**config.mk**
```make
export PLATFORM = sky130hd
export DESIGN_NAME = chimp_seq_ctrl
export DESIGN_NICKNAME = d
export VERILOG_FILES = /design/src/rtl/chimp_seq_ctrl.sv
export SDC_FILE = /design/constraint.sdc
export NUM_CORES = 1
export LEC_CHECK = 0
export CORE_MARGIN = 5
export CORE_UTILIZATION = 40
export CTS_BUF_LIST = sky130_fd_sc_hd__clkbuf_8
export CTS_CLUSTER_SIZE = 28
export DETAILED_ROUTE_END_ITERATION = 6
export PLACE_DENSITY_LB_ADDON = 0.1
export SLEW_MARGIN = 5
export SYNTH_ARGS = -nofsm -noshare
export SYNTH_HDL_FRONTEND = slang
export SYNTH_SLANG_ARGS = --single-unit
```
**constraint.sdc**
```tcl
create_clock -name clk -period 2.6 [get_ports clk]
set_input_delay 0.65 -clock clk [delete_from_list [all_inputs] [get_ports clk]]
set_output_delay 0.65 -clock clk [all_outputs]
set_load 0.01 [all_outputs]
```
**src/rtl/chimp_seq_ctrl.sv**
```systemverilog
// Control FSM for the chimp-test memory game: start, load, ordered picks, level-up, fail, win.
// Optional macro CHIMP_STRIKES_EN adds a strike budget (STRIKES, oStrikesLeft) and a RETRY state.
module chimp_seq_ctrl #(
    parameter int MAX_LEVEL   = 31,
    parameter int START_LEVEL = 4,
    parameter int NUM_W       = 5
`ifdef CHIMP_STRIKES_EN
    ,
    parameter int STRIKES     = 3
`endif
) (
    input  logic             clk,
    input  logic             iReset,
    input  logic             iSpace,
    input  logic             iDoneLoad,
    input  logic             iChoseCorrectNum,
    input  logic             iChoseWrongNum,
    output logic [NUM_W-1:0] oNumToChoose,
    output logic [NUM_W-1:0] oLevel,
    output logic [NUM_W-1:0] oBestLevel,
    output logic             oLoadEnable,
    output logic             oShowEnable,
    output logic             oResetBoard,
    output logic             oWin,
`ifdef CHIMP_STRIKES_EN
    output logic [$clog2(STRIKES+1)-1:0] oStrikesLeft,
`endif
    output logic [2:0]       oState
);

    if (START_LEVEL < 1 || START_LEVEL > MAX_LEVEL || MAX_LEVEL >= (1 << NUM_W)) begin : g_bad_params
        $error("chimp_seq_ctrl: need 1 <= START_LEVEL <= MAX_LEVEL < 2**NUM_W");
    end

    typedef enum logic [2:0] {
        S_IDLE   = 3'd0,
        S_ARM    = 3'd1,
        S_LOAD   = 3'd2,
        S_CHOOSE = 3'd3,
        S_PASS   = 3'd4,
        S_FAIL   = 3'd5,
        S_WIN    = 3'd6
`ifdef CHIMP_STRIKES_EN
        ,
        S_RETRY  = 3'd7
`endif
    } state_t;

    localparam logic [NUM_W-1:0] L_START = NUM_W'(START_LEVEL);
    localparam logic [NUM_W-1:0] L_MAX   = NUM_W'(MAX_LEVEL);
    localparam logic [NUM_W-1:0] L_ONE   = NUM_W'(1);

    state_t           r_state;
    state_t           w_next;
    logic [NUM_W-1:0] r_level;
    logic [NUM_W-1:0] r_num;
    logic [NUM_W-1:0] r_best;

`ifdef CHIMP_STRIKES_EN
    localparam int SW = $clog2(STRIKES + 1);
    localparam logic [SW-1:0] L_STRIKES = SW'(STRIKES);

    if (STRIKES < 1) begin : g_bad_strikes
        $error("chimp_seq_ctrl: STRIKES must be >= 1");
    end

    logic [SW-1:0] r_strikes;
    logic          w_last_strike;
    assign w_last_strike = (r_strikes <= SW'(1));
    assign oStrikesLeft  = r_strikes;
`endif

    // NOTE: state and counters are flops, so they use non-blocking assignments only.
    always_ff @(posedge clk or posedge iReset) begin
        if (iReset) begin
            r_state <= S_IDLE;
        end else begin
            r_state <= w_next;
        end
    end

    // NOTE: w_next gets a default first so no path through the case can infer a latch.
    always_comb begin
        w_next = r_state;
        case (r_state)
            S_IDLE:  if (iSpace)     w_next = S_ARM;
            S_ARM:   if (!iSpace)    w_next = S_LOAD;
            S_LOAD:  if (iDoneLoad)  w_next = S_CHOOSE;
            S_CHOOSE: begin
                if (iChoseWrongNum) begin
`ifdef CHIMP_STRIKES_EN
                    w_next = w_last_strike ? S_FAIL : S_RETRY;
`else
                    w_next = S_FAIL;
`endif
                end else if (iChoseCorrectNum && r_num >= r_level) begin
                    w_next = S_PASS;
                end
            end
            S_PASS:  w_next = (r_level == L_MAX) ? S_WIN : S_LOAD;
            S_FAIL:  w_next = S_IDLE;
            S_WIN:   if (iSpace)     w_next = S_ARM;
`ifdef CHIMP_STRIKES_EN
            S_RETRY: w_next = S_LOAD;
`endif
            default: w_next = S_IDLE;
        endcase
    end

    // Level, selection index and best score live outside the state encoding.
    always_ff @(posedge clk or posedge iReset) begin
        if (iReset) begin
            r_level   <= L_START;
            r_num     <= '0;
            r_best    <= '0;
`ifdef CHIMP_STRIKES_EN
            r_strikes <= L_STRIKES;
`endif
        end else begin
            case (r_state)
                S_LOAD: begin
                    if (iDoneLoad) r_num <= L_ONE;
                end
                S_CHOOSE: begin
                    if (iChoseWrongNum) begin
`ifdef CHIMP_STRIKES_EN
                        if (!w_last_strike) r_strikes <= r_strikes - SW'(1);
`endif
                    end else if (iChoseCorrectNum && r_num < r_level) begin
                        r_num <= r_num + L_ONE;
                    end
                end
                S_PASS: begin
                    r_num <= '0;
                    if (r_level > r_best) r_best  <= r_level;
                    if (r_level < L_MAX)  r_level <= r_level + L_ONE;
                end
                S_FAIL: begin
                    r_num   <= '0;
                    r_level <= L_START;
`ifdef CHIMP_STRIKES_EN
                    r_strikes <= L_STRIKES;
`endif
                end
                S_WIN: begin
                    if (iSpace) r_level <= L_START;
                end
`ifdef CHIMP_STRIKES_EN
                S_RETRY: r_num <= '0;
`endif
                default: ;
            endcase
        end
    end

    always_comb begin
        oLoadEnable  = 1'b0;
        oShowEnable  = 1'b0;
        oResetBoard  = 1'b0;
        oWin         = 1'b0;
        oNumToChoose = '0;
        case (r_state)
            S_IDLE, S_ARM, S_PASS, S_FAIL: oResetBoard = 1'b1;
            S_LOAD: begin
                oLoadEnable = 1'b1;
                oShowEnable = 1'b1;
            end
            S_CHOOSE: begin
                oNumToChoose = r_num;
                oShowEnable  = (r_num == L_ONE);
            end
            S_WIN: begin
                oWin        = 1'b1;
                oShowEnable = 1'b1;
            end
`ifdef CHIMP_STRIKES_EN
            S_RETRY: oResetBoard = 1'b1;
`endif
            default: ;
        endcase
    end

    assign oLevel     = r_level;
    assign oBestLevel = r_best;
    assign oState     = r_state;

endmodule

```
-- Yosys cells after proc, flatten, opt, wreduce, memory -nomap -nowiden
Cells that the tools add are included.
- add/subtract/negate cells: 2
- order comparisons: 4
- equality and inequality tests: 16
- multiplexer cells: 19
- reduce and logical (&&, ||, !) cells: 13
- operators by type and width (cell ; number):
    two-way mux 5 bit ; 6
    one-hot mux 5 bit (3 select lines) ; 2
    two-way mux 3 bit ; 6
    one-hot mux 3 bit (5 select lines) ; 1
    != test 2 bit, second input constant ; 6
    adder 5 x 1 -> 5 bit, second input constant ; 2
    equality test 3 bit, second input constant ; 3
    AND reduction 4 bit ; 2
    equality test 3 x 2 -> 1 bit, second input constant ; 2
    nonzero test 3 bit ; 2
    OR reduction 2 bit ; 3
    equality test 5 x 1 -> 1 bit, second input constant ; 1
    equality test 5 bit, second input constant ; 1
    greater-or-equal comparator 5 bit ; 1
    > comparator 5 bit ; 1
    < comparator 5 bit ; 1
    < comparator 5 bit, second input constant ; 1
    OR reduction 4 bit ; 1
    equality test 3 x 1 -> 1 bit, second input constant ; 1
    logical NOT 3 bit ; 1
    two-way mux 1 bit ; 3
    != test 3 bit, second input constant ; 1
    AND reduction 3 bit ; 1
    logical AND 1 bit ; 2
    other kinds (3) ; 3
- bits in registers: 18
- bits of input ports: 6
- output and inout port bits: 22
- word-level logic and storage cells: 58

-- Longest topological paths before layout
Gate-level depths: netlist of the first run.
- word-level depth: 5
- depth in mapped cells: 8
- depth with buffers taken out: 8

-- Least setup slack after synthesis of the first run
No wires, ideal clock.
- path kind: register to register
- from: reg r_level[2], in the netlist oLevel[2]
- to: reg r_state[0], in the netlist oState[0]
- setup time: 0.124 ns
- arrival: 2.035 ns
- data required time: 2.476 ns
- path slack: 0.441 ns
- cell stages (with the launch flop): 9
- buffers on the path: 0
- clock period less this slack: 2.159 ns
- path through: dfstp_2 inv_1 ha_1 a21oi_1 nor2_1 o31a_1 o31ai_4 a211oi_1 a211o_1
- longest elaborated chain between the ends: 4
- RTL lines (what ; line ; text):
    start, declared ; 55 ; logic [NUM_W-1:0] r_level;
    start signal, assigned ; 136 ; if (r_level < L_MAX) r_level <= r_level + L_ONE;
    greater-or-equal comparator 5 bit ; 96 ; end else if (iChoseCorrectNum && r_num >= r_level) begin
    logical AND 1 bit ; 96 ;
    != test 3 bit (no line) ; n/a ;
    AND reduction 4 bit (no line) ; n/a ;
    end signal, assigned ; 78 ; r_state <= w_next;
    end, declared ; 53 ; state_t r_state;
Every way passes these cells.
A chain may end at the register's enable or synchronous reset.

-- Worst setup path after layout of the first run
- from: reg r_num[1]
- to: out oShowEnable
- longest elaborated chain between the ends: 2
- RTL lines (what ; line ; text):
    start, declared ; 56 ; logic [NUM_W-1:0] r_num;
    start signal, assigned ; 130 ; r_num <= r_num + L_ONE;
    equality test 5 x 1 -> 1 bit ; 170 ; oShowEnable = (r_num == L_ONE);
    one-hot mux 1 bit (2 select lines) ; 162 ; case (r_state)
    end, declared ; 22 ; output logic oShowEnable,
Every way passes these cells.

==> results of run 1 <==
[critical path, delay by kind of cell, from the launching register on]
kind	cells	cell delay [ns]
AO/OA/AOI/OAI	1	0.18
adder cells (fa/ha/maj)	1	0.13
buffers and inverters	2	0.34
AND/OR/NAND/NOR	1	0.57
flip-flops	1	0.38
[synthesized netlist by cell type (all sizes together), types with 2 or more instances]
master / n / area (sq um)
or4: 3 / 22.5
a211oi: 2 / 20.0
o21ai: 16 / 80.1
nor3: 4 / 25.0
ha: 14 / 175
and2: 3 / 18.8
inv: 20 / 77.6
nand2b: 2 / 12.5
and3: 2 / 12.5
nand3b: 2 / 15.0
dfrtp: 17 / 425
nor4: 3 / 18.8
nand4: 3 / 18.8
nor2: 14 / 52.6
a211o: 2 / 18.8
a21oi: 8 / 43.8
nand3: 2 / 10.0
nand2: 13 / 48.8
buf: 4 / 35.0
mux2: 3 / 33.8
[cell families after synthesis]
logic type / after synthesis / synth area share
AND/OR/NAND/NOR: 55 / 0.216
adder cells (fa/ha/maj): 14 / 0.130
flip-flops: 18 / 0.336
multiplexers: 3 / 0.0251
buffers and inverters: 24 / 0.0838
XOR/XNOR: 1 / 0.00652
AO/OA/AOI/OAI: 40 / 0.202
[power by group]
| group | switching [mW] | internal (mW) | total, mW |
|---|---|---|---|
| logic | 0.645 | 0.631 | 1.28 |
| clock network | 0.103 | 0.105 | 0.208 |
| registers | 0.100 | 0.394 | 0.495 |
| total | 0.848 | 1.13 | 1.98 |
[layer usage]
layer  part of all wire  up-vias  GRT usage
li1                   -      623          -
met1               0.45      595      0.175
met2               0.48       32      0.270
met3              0.052        5     0.0279
met4              0.015        0     0.0645
met5                  0        -          0
[sequential cells by signal (all words and copies together), names as in the netlist]
name and flops:
oBestLevel 5, oLevel 5, oState 3, r_num 5
[how the worst max path moves through the flow]
stage	cells past startpoint	end	from	slack, ns
floorplan	8	oState[0]$_DFFE_PP0P_	oLevel[2]$_DFFE_PP1P_	0.44
global placement	5	oShowEnable	r_num[1]$_DFFE_PP0P_	0.09
detailed placement	5	oShowEnable	r_num[1]$_DFFE_PP0P_	0.09
CTS	5	oShowEnable	r_num[1]$_DFFE_PP0P_	0.06
global route	5	oShowEnable	r_num[1]$_DFFE_PP0P_	0.009
finish	5	oShowEnable	r_num[1]$_DFFE_PP0P_	0.09
[layout make-up]
class | instances | area (sq um) | share of cell area
Clock buffer | 3 | 41.3 | 0.0235
Tap cell | 46 | 57.6 | 0.0328
Multi-Input combinational cell | 113 | 779 | 0.444
Clock inverter | 1 | 3.75 | 0.00214
Timing Repair Buffer | 36 | 343 | 0.195
Inverter | 20 | 77.6 | 0.0442
Sequential cell | 18 | 452 | 0.257
[per-stage QoR]
stage	setup slack, ns	power, mW
after floorplan	0.441	1.30
after global placement	0.0916	1.76
after detailed placement	0.0889	1.79
after CTS	0.0627	2.00
after global routing	0.00933	2.14
final	0.0878	1.98
[what timing repair did]
item                       4_1_cts  5_1_grt
setup endpoints to repair        1        3
hold buffers                     0        0
resized for setup                1        3
gates cloned                     0        0
setup buffers                    0        0
==> results.ini, run 1 <==
[critical_path]
reg2reg_to = r_num[3]$_DFFE_PP0P_
arrival_ns = 1.86
critPathLaunchType = flip-flop
r2r-start = oLevel[2]$_DFFE_PP1P_
r2r_setup_slack_ns = 0.26
crit_fanout = 2
crit_path_max_incr_delay_ns = 0.57
cp.required_ns = 1.95
reg2reg_depth = 8
crit_chain = inv_1 -> ha_1 -> or4b_2 -> o21ai_0 -> clkdlybuf4s15_1
cp_slowest_cell = or4b_2
cp-end-kind = primary output
path_class = flip-flop to primary output

[grt]
gr-total-overflow = 0
grt_start_max_net_pins = 19
antenna_found_initial = 0
grt_pass1_vias = 1250
grt_pass1_wl_um = 5330
grt_usage = 0.151

[detailed_routing]
detail_route.wl_per_cell_um = 13.5
vias_per_cell = 5.30
num_vias = 1255
drt_wl_total_um = 3210
drt_iter0_drc = 34
drc = 0
detail-route-antenna-nets = 0
firstDrtPassIters = 4

[final_layout]
nNetsFinal = 212
drive_above_1_share = 0.136
design_area_sq_um = 1750
final_common_cell = clkdlybuf4s50_1
n_fill_cell = 319
fin_util = 0.534
synthToLayoutAreaGrowth_pct = 30.5
fin_cells = 237
final_cell_mix = clkdlybuf4s50_1, inv_1, dfrtp_1
num_antenna_cells = 0

[min_path]
min_path_cells = 1
hold_path.class = flip-flop to flip-flop
min_from = oBestLevel[0]$_DFFE_PP0P_
min_to = oBestLevel[0]$_DFFE_PP0P_

[floorplanning]
die_w_um = 68.0
pin_count = 28
start_util = 0.409
rows = 21
dieArea_sq_um = 4620
die_h_um = 68.0
core-area_sq_um = 3280

[clocking]
numCtsBuffers = 3
path_clk_slew_ns = 0.07
clock-root-buffer = clkbuf_8
cts_tree = done
clock_path_buffers = 2
htree_levels = 1
worstSkewPairLatency_ns = 0.26
cts_sinks = 18

[timing]
maxSlewHeadroom = 0.518
fin_crit_sh = 0.966
max_freq_mhz = 398
grt_setup_unrepaired = false
worst_slew_pin_slew_ns = 0.722
fin_crit_ns = 2.51
hold_ws_ns = 0.564
hold_violations = 0
finalMaxSlewViolations = 0
tns_ns = 0
finalSetupViolations = 0
fin_worst_skew_ns = 0.000928

[power_and_ir_drop]
power.density_nw_per_um2 = 1130
p_leak_nw = 0.834
vdd_drop_max_mv = 0.628

[logic_synthesis]
ys_seq_area_frac = 0.336
synth_enable_flop_cells = 0
yosys_warnings = 0
syn_inst = 155
synth.net_count = 175
ys_ff_latch = 18
synth_ff_type = dfrtp_1
syn_avg_cell_area_sq_um = 8.67
synthArstFlopShare = 1.00
synthDistinctLibCells = 46
netlist_area_sq_um = 1340

[placement]
dp.cells = 233
hpwl_um = 2570
io_buffers = 27
gp_congestion = 0.887
place_area_sq_um = 1700

[status]
status = completed

[run]
drv_cap = 0

Note: power is estimated with default switching activity, not from simulation.
==> run 2, diff against run 1 <==
Settings changed: ABC_AREA set to 1, SKIP_LAST_GASP set to 1.
==> results.ini, run 2 <==
[logic_synthesis]
yosys_warnings = 0
synth_common_cells = nand2_1, inv_1, dfrtp_1, nand3_1, ha_1
ys_ff_latch = 18
yosysMostFrequentCell = nand2_1
ys_seq_area_frac = 0.338
syn_avg_cell_area_sq_um = 7.47
synth.net_count = 199
synthArstFlopShare = 1.00
synth_area_leaders = dfrtp_1, ha_1, nand2_1, inv_1, nand3_1
synth_enable_flop_cells = 0
netlist_area_sq_um = 1340
yosysTopAreaCell = dfrtp_1
synthDistinctLibCells = 28
synth_top_area_share = 0.318
synth_ff_type = dfrtp_1
syn_inst = 179

[timing]
maxSlewHeadroom = 0.527
hold_ws_ns = 0.509
fin_worst_skew_ns = 0.00670
grt_setup_unrepaired = false
max_freq_mhz = 416
finalSetupViolations = 0
fin_crit_ns = 2.40
worst_slew_pin_slew_ns = 0.709
fin_crit_sh = 0.924
hold_violations = 0
finalMaxSlewViolations = 0
tns_ns = 0
fin_ws_ns = 0.198

[power_and_ir_drop]
p_comb_frac = 0.595
vdd_drop_max_mv = 0.524
power_switching_mw = 0.864
p_leak_nw = 0.832
power.internal_mw = 1.03
p_seq_frac = 0.285
swShare = 0.455
finalPower_mw = 1.90
power_frac_clock = 0.121
power.density_nw_per_um2 = 1110

[placement]
place_area_sq_um = 1650
io_buffers = 27
dp_slack_ns = 0.403
hpwl_um = 2430
dp.cells = 251
gp_congestion = 0.941

[clocking]
worstSkewPairLatency_ns = 0.25
clock_path_buffers = 2
numCtsBuffers = 3
htree_levels = 1
clock-root-buffer = clkbuf_8
cts_sinks = 18
cts_setup_buffers = 0
path_clk_slew_ns = 0.07
cts_tree = done

[critical_path]
crit_fanout = 14
critPathBufInv = 2
critPathLaunchType = flip-flop
cp_top_family = buffers and inverters
arrival_ns = 1.75
crit_path_max_incr_delay_ns = 0.56
cp_slowest_cell = clkdlybuf4s50_1
cp.required_ns = 1.95
crit_chain = inv_2 -> nand3_4 -> o21ai_0 -> clkdlybuf4s50_1
path_class = flip-flop to primary output
cp-end-kind = primary output

[detailed_routing]
detail-route-antenna-nets = 0
drc = 0
num_vias = 1245
drt_wl_total_um = 3010
vias_per_cell = 4.88
detail_route.wl_per_cell_um = 11.8
firstDrtPassIters = 4
drt_iter0_drc = 68

[final_layout]
n_fill_cell = 327
design_area_sq_um = 1720
synthToLayoutAreaGrowth_pct = 28.3
num_antenna_cells = 0
nNetsFinal = 230
drive_above_1_share = 0.110
final_common_cell = nand2_1
fin_util = 0.523
fin_cells = 255
final_cell_mix = nand2_1, inv_1, clkdlybuf4s50_1

[grt]
antenna_found_initial = 0
grt_usage = 0.153
grt_start_max_net_pins = 19
grt_pass1_vias = 1261
grt_pass1_wl_um = 5400
gr-total-overflow = 0

[floorplanning]
start_util = 0.407
core-area_sq_um = 3280
die_h_um = 67.8
die_w_um = 67.8
rows = 21
pin_count = 28
dieArea_sq_um = 4600

[status]
status = completed

[run]
drv_cap = 0

[min_path]
hold_path.class = flip-flop to flip-flop

-- run 2: cell types whose count changed after synthesis, sizes merged, moves of 3 or more --
cell,previous run,this run
a21oi,8,5
and2,3,0
buf,4,1
inv,20,32
mux2,3,0
nand2,13,43
nand3,2,18
nor3,4,1
nor4,3,0
or2,0,3
or4,3,0
-- run 2: area by class of cell --
type / instances / area, sq um / area share
Timing Repair Buffer: 27 / 270 / 0.157
Sequential cell: 18 / 452 / 0.263
Multi-Input combinational cell: 128 / 762 / 0.444
Tap cell: 46 / 57.6 / 0.0335
Clock buffer: 4 / 55.1 / 0.0321
Inverter: 32 / 120 / 0.0700
-- run 2: cells by family after synthesis --
| kind of cell | Yosys count | share of synthesized area |
|---|---|---|
| fa+ha+maj | 14 | 0.131 |
| xor+xnor | 4 | 0.0262 |
| flops | 18 | 0.338 |
| compound gates | 25 | 0.106 |
| simple gates | 85 | 0.301 |
| buf+inv | 33 | 0.0982 |
-- run 2: final timing paths --
check	depth (start not counted)	slack, ns	endpoint	from
max in group asynchronous	2	1.34	oLevel[1]$_DFFE_PP0P_	iReset
setup reg to reg	10	0.71	r_num[4]$_DFFE_PP0P_	oLevel[2]$_DFFE_PP1P_
setup / recovery	4	0.20	oShowEnable	oState[2]$_DFFE_PP0P_
hold / removal	2	0.51	oBestLevel[1]$_DFFE_PP0P_	oBestLevel[1]$_DFFE_PP0P_
hold reg to reg	2	0.51	oBestLevel[1]$_DFFE_PP0P_	oBestLevel[1]$_DFFE_PP0P_
min in group asynchronous	2	0.81	oBestLevel[4]$_DFFE_PP0P_	iReset
-- run 2: power groups by stage --
stage	Clock [mW]	Combinational (mW)	Sequential, mW
after floorplan	0	0.698	0.559
after global placement	0	1.11	0.537
after detailed placement	0	1.14	0.543
after CTS	0.236	1.14	0.538
after global routing	0.248	1.29	0.568
final	0.229	1.13	0.540
-- run 2: layer usage --
metal | wire, um | up-vias | track usage | part of all wire
met5 | 0 | - | 0 | 0
met4 | 24 | 0 | 0.0521 | 0.0080
met3 | 181 | 4 | 0.0296 | 0.060
met2 | 1480 | 41 | 0.260 | 0.49
met1 | 1320 | 562 | 0.194 | 0.44
li1 | - | 638 | - | -
-- run 2: worst min-delay path, delay by kind of cell, from the launching register on --
family / cells / cell delay [ns]
AO/OA/AOI/OAI: 1 / 0.06
flip-flops: 1 / 0.36
AND/OR/NAND/NOR: 1 / 0.05
-- run 2: what timing repair did --
action,in CTS,in global routing
resized for setup,0,1
endpoints found under the setup margin,0,1
hold buffers,0,0
==> run 3, diff against run 2 <==
Settings changed: SKIP_CTS_REPAIR_TIMING set to 1.
==> results of run 3 <==
Final layout, timing and power as in run 2 (identical DEF).
